## src/rtl/rr_arbiter_8_pkg.sv

```systemverilog
//==============================================================================
// Package : arb_pkg
// Brief   : Shared sizes, FSM encoding and hold-limit default for rr_arbiter_8.
// Rev     : 1.0  initial release
//==============================================================================
`default_nettype none

package arb_pkg;
  localparam int N            = 8;
  localparam int IDXW         = 3;
  localparam int MAX_HOLD_DEF = 16;

  localparam logic [0:0] ST_IDLE  = 1'b0;
  localparam logic [0:0] ST_GRANT = 1'b1;
endpackage

`default_nettype wire

```

## src/rtl/rr_arbiter_8_enc.sv

```systemverilog
//==============================================================================
// Module : onehot_enc_8_to_3
// Brief  : Combinational one-hot to binary index encoder (zero in -> zero out).
// Rev    : 1.0  initial release
//==============================================================================
`default_nettype none

module onehot_enc_8_to_3
  import arb_pkg::*;
(
  input  logic [N-1:0]    onehot,
  output logic [IDXW-1:0] idx
);

  always_comb begin
    idx = '0;
    for (int i = 0; i < N; i++) begin
      if (onehot[i]) idx = idx | i[IDXW-1:0];
    end
  end

endmodule

`default_nettype wire

```

## src/rtl/rr_arbiter_8.sv

```systemverilog
//==============================================================================
// Module : rr_arbiter_8
// Brief  : 8-way round-robin arbiter, registered one-hot + index grant, grant
//          held until the owner releases. Optional macro HOLD_TIMEOUT_EN adds
//          a MAX_HOLD-cycle preemption limit when others are waiting.
// Rev    : 1.0  initial release
//==============================================================================
`default_nettype none

module rr_arbiter_8
    import arb_pkg::*;
#(
    parameter int MAX_HOLD = MAX_HOLD_DEF
)
(
    input  logic            clk,
    input  logic            rst_n,
    input  logic [N-1:0]    req,
    output logic [N-1:0]    gnt,
    output logic [IDXW-1:0] gnt_idx,
    output logic            gnt_valid
);

    logic [0:0]      r_state;
    logic [IDXW-1:0] r_ptr;
    logic [N-1:0]    r_gnt;
    logic [IDXW-1:0] r_idx;
    logic            r_valid;
`ifdef HOLD_TIMEOUT_EN
    logic [7:0]      r_cnt;
`endif

    logic [IDXW-1:0] w_start;
    logic [N-1:0]    w_cand;
    logic [N-1:0]    w_rot;
    logic [IDXW-1:0] w_off;
    logic            w_found;
    logic [IDXW-1:0] w_win;
    logic            w_take;
    logic            w_new;
    logic            w_drop;
    logic [N-1:0]    w_gnt_nxt;
    logic [IDXW-1:0] w_idx_nxt;

    // Rotating search: rotate candidates so bit 0 is w_start, pick first set.
    always_comb begin
        w_rot   = N'({w_cand, w_cand} >> w_start);
        w_found = |w_rot;
        w_off   = '0;
        for (int i = N - 1; i >= 0; i--) begin
            if (w_rot[i]) w_off = i[IDXW-1:0];
        end
        w_win = w_start + w_off;
    end

    always_comb begin
        w_start = r_ptr;
        w_cand  = req;
        w_take  = 1'b0;
        w_drop  = 1'b0;
        if (r_state == ST_IDLE) begin
            w_take = |req;
        end else begin
            // Owner excluded; on release its req bit is already zero anyway.
            w_start = r_idx + 3'd1;
            w_cand  = req & ~r_gnt;
            if (!(|(req & r_gnt))) begin
                w_take = 1'b1;
                w_drop = ~(|w_cand);
            end
`ifdef HOLD_TIMEOUT_EN
            else if ((r_cnt >= 8'(MAX_HOLD - 1)) && (|w_cand)) begin
                w_take = 1'b1;
            end
`endif
        end
        w_new = w_take & w_found;
        if (w_new)       w_gnt_nxt = N'(1) << w_win;
        else if (w_drop) w_gnt_nxt = '0;
        else             w_gnt_nxt = r_gnt;
    end

    onehot_enc_8_to_3 u_enc (
        .onehot (w_gnt_nxt),
        .idx    (w_idx_nxt)
    );

    always_ff @(posedge clk or negedge rst_n) begin
        if (!rst_n) begin
            r_state <= ST_IDLE;
            r_ptr   <= '0;
            r_gnt   <= '0;
            r_idx   <= '0;
            r_valid <= 1'b0;
        end else begin
            r_state <= (|w_gnt_nxt) ? ST_GRANT : ST_IDLE;
            r_gnt   <= w_gnt_nxt;
            r_idx   <= w_idx_nxt;
            r_valid <= |w_gnt_nxt;
            if (w_new) r_ptr <= w_win + 3'd1;
        end
    end

`ifdef HOLD_TIMEOUT_EN
    // Saturates at the limit so a late-arriving competitor still preempts.
    always_ff @(posedge clk or negedge rst_n) begin
        if (!rst_n) begin
            r_cnt <= '0;
        end else if (w_new) begin
            r_cnt <= '0;
        end else if ((r_state == ST_GRANT) && (r_cnt < 8'(MAX_HOLD - 1))) begin
            r_cnt <= r_cnt + 8'd1;
        end
    end
`endif

    assign gnt       = r_gnt;
    assign gnt_idx   = r_idx;
    assign gnt_valid = r_valid;

endmodule

`default_nettype wire

```

## config.mk

```make
export PLATFORM = sky130hd
export DESIGN_NAME = rr_arbiter_8
export DESIGN_NICKNAME = d
export VERILOG_FILES = /design/src/rtl/rr_arbiter_8_pkg.sv /design/src/rtl/rr_arbiter_8_enc.sv /design/src/rtl/rr_arbiter_8.sv
export SDC_FILE = /design/constraint.sdc
export NUM_CORES = 1
export LEC_CHECK = 0
export ABC_CLOCK_PERIOD_IN_PS = 7600
export CORE_AREA = 8 8 92 94
export DETAILED_ROUTE_END_ITERATION = 10
export DIE_AREA = 0 0 100 102
export SETUP_SLACK_MARGIN = 0.02
export SLEW_MARGIN = 40
export SYNTH_ARGS = -nofsm -noshare
export SYNTH_HDL_FRONTEND = slang
export SYNTH_SLANG_ARGS = --single-unit
```

## constraint.sdc

```tcl
create_clock -name clk -period 7.6 [get_ports clk]
set_input_delay 0.76 -clock clk [delete_from_list [all_inputs] [get_ports clk]]
set_output_delay 0.76 -clock clk [all_outputs]
set_load 0.03 [all_outputs]
```

==> flow_metrics.tcl <==
set metrics [dict create \
    start_util_pct 23.9 \
    arrival_ns 5.35 \
    synthTopCellsByArea "dfrtp_1 22%, mux2_2 6.0%, a21boi_0 4.4%, ha_1 4.4%, nor2_1 4.4%" \
    synth-seq-area-share_pct 22.2 \
    netlist.top_cell.by_area "dfrtp_1" \
    criticalPathCategory "reg -> reg" \
    critPathTopFamily "multiplexers" \
    synthSimpleGateAreaFrac_pct 18.5 \
    synthArstFlopShare_pct 100 \
    synth_top_area_share_pct 22.2 \
    rows 31 \
    preCtsSetupSlack_ns 2.26 \
    finalCritPeriodShare_pct 68.9 \
    grt_max_degree 29 \
    startpoint_type "flip-flop" \
    synth_top_family_by_area "compound AO/OA/AOI/OAI gates" \
    layout-drive-gt1-share_pct 10.2 \
    finalHoldViolCount 0 \
    vias 1702 \
    clock_skew_ns 0.00334 \
    rsz0062_at_grt "false" \
    ys_warn_count 0 \
    maxCapViolCount 0 \
    drtPass1Iterations 5 \
    drt_iter0_drc 142 \
    syn_area_per_cell_um2 8.49 \
    overflow 0 \
    report.final.slew_viol_count 0 \
    cts_sinks 15 \
    fin_crit_ns 5.24 \
    dieArea_um2 10200 \
    clock.fmax_mhz 191 \
    cts.path.max_buffers 2 \
    holdBufCountCts 0 \
    postCtsSetupRepairBufs 0 \
    synth_fa_ha_area_share_pct 6.22 \
    nets 233 \
    place.gp.congestion 0.910 \
    synth_fp_nets 216 \
    worstMarginPinSlew_ns 0.779 \
    path_buf_inv 3 \
    utilization_pct 28.6 \
    critPathMaxStageDelay_ns 0.52 \
    cpMostUsedCell "ha_1" \
    n_fill_cell 781 \
    drc 0 \
    io_buffers 21 \
    relSlewSlack_pct 48.1 \
    hp-class "reg -> reg" \
    grt_pass1_wl_um 8480 \
    postRouteAntennaNets 0 \
    htree_levels 1 \
    grt_usage_pct 10.5 \
    end_kind "flip-flop" \
    die_h_um 102 \
    critPathSlowestCell "mux4_2" \
    routed_wl_um 5250 \
    synthCells 199 \
    finalSetupTns_ns 0 \
    ys_types 58 \
    die_w_um 100 \
    area_growth_pct 19.6 \
    clk_latency_ns 0.24 \
    io_pins 22 \
    crit_fanout 16 \
    timing.final.ws_setup_ns 2.36 \
    synth_xor_area_share_pct 1.04 \
    avgRoutedWirePerCell_um 16.7 \
    synth-edff-count 0 \
    clkTransAtPathRegs_ns 0.06 \
    crit_chain "ha_1 -> mux2i_4 -> inv_4 -> mux2i_1 -> a21oi_1 -> mux4_2 -> a41o_1 -> o311a_1 -> or2_2 -> fa_1 -> xor2_1 -> inv_2 -> ha_1 -> nor3b_1 -> nor2b_1 -> inv_1 -> a311oi_1 -> nand3_1" \
    synth-compound-area-share_pct 30.6 \
    antenna_found_initial 0 \
    viasPerCell 5.42 \
    cts_resized 0 \
    core-area_um2 7060 \
    synthTopCellsByCount "20 x nor2_1, 15 x dfrtp_1, 13 x nand2_1, 13 x o21ai_0, 10 x a21boi_0" \
    synth-seq-cells 15 \
    synth_mux_area_share_pct 15.8 \
    netlist_area_um2 1690 \
    critical_path_required_ns 7.72 \
    hpwlAfterDp_um 4080 \
    cts_tree "yes" \
    outcome "finished, final reports clean" \
    diodes 0 \
    cts_buffers 3 \
    cts_root_buffer "clkbuf_8" \
    synth_ff_type "dfrtp_1" \
    finalSetupViolations 0 \
    synth.most_common_cell "nor2_1" \
    grt_pass1_vias 1597 \
]
[layout by cell type, fill, tap and decap left out, types with 2 or more instances in the layout]
cell | synthesis | routed
o21ai_0 | 13 | 13
o32ai_1 | 2 | 2
inv_1 | 8 | 8
nor3b_1 | 2 | 2
ha_1 | 6 | 6
a21boi_0 | 10 | 10
clkbuf_8 | 0 | 3
a21oi_1 | 7 | 7
and2_1 | 3 | 3
a32o_1 | 3 | 3
mux2i_1 | 3 | 3
mux4_1 | 2 | 2
nand3_1 | 2 | 2
o31ai_1 | 2 | 2
mux4_2 | 2 | 2
nor4_1 | 5 | 5
clkdlybuf4s50_1 | 0 | 21
a221oi_1 | 3 | 3
o22ai_1 | 2 | 2
nand2b_1 | 2 | 2
nor2_1 | 20 | 20
or3_1 | 3 | 3
nand4_1 | 3 | 3
a211o_1 | 3 | 3
dfrtp_1 | 15 | 14
a21o_1 | 3 | 3
nor3_1 | 9 | 9
a211oi_1 | 3 | 3
mux2_2 | 9 | 9
nand2_1 | 13 | 13
a22o_1 | 2 | 2
a22oi_1 | 6 | 6
[layout make-up]
class / count / area, µm² / area share (%)
inverters: 10 / 40.0 / 1.98
clock buffers: 4 / 45.0 / 2.23
repair buffers: 22 / 218 / 10.8
well taps: 99 / 124 / 6.13
multi-input cells: 164 / 1220 / 60.3
flip-flops and latches: 15 / 377 / 18.6
[metrics by stage]
stage	hold WS [ns]	std cells	instance area, µm²
global route	0.565	314	2020
floorplan	0.464	199	1690
CTS	0.533	314	2020
global placement	0.524	310	1980
finish	0.530	314	2020
detailed placement	0.520	310	1980
[routing by layer]
metal  routed length (µm)  vias to the layer above  GRT usage, %
li1                     -                      811             -
met1                 2170                      792          12.8
met2                 2500                       87          17.9
met3                  506                       12          2.52
met4                   76                        0          2.67
met5                    0                        -             0
[registers in the layout, indices dropped and copies added, names as in the netlist]
register and flops:
gnt 8, gnt_idx 3, r_state 1, r_ptr 3
[logic make-up (layout without fill, tap and decap cells)]
kind of cell,Yosys count,after routing
xor+xnor,2,2
mux,18,18
flops,15,15
compound gates,71,71
fa+ha+maj,8,8
buf+inv,20,36
simple gates,65,65
[path summary, 6_finish.rpt]
check	start	to	slack, ns	cells past startpoint
max	gnt_idx[0]	r_state	2.36	18
min	r_ptr[0]	r_ptr[0]	0.53	1
max reg2reg	gnt_idx[0]	r_state	2.36	18
min reg2reg	r_ptr[0]	r_ptr[0]	0.53	1
max in group asynchronous	rst_n	r_state	6.23	1
min in group asynchronous	rst_n	gnt_idx[1]	0.92	1
Power is left out: the tool's default activity adds up to more than one toggle a clock period on the data nets, which glitch-free logic cannot reach.
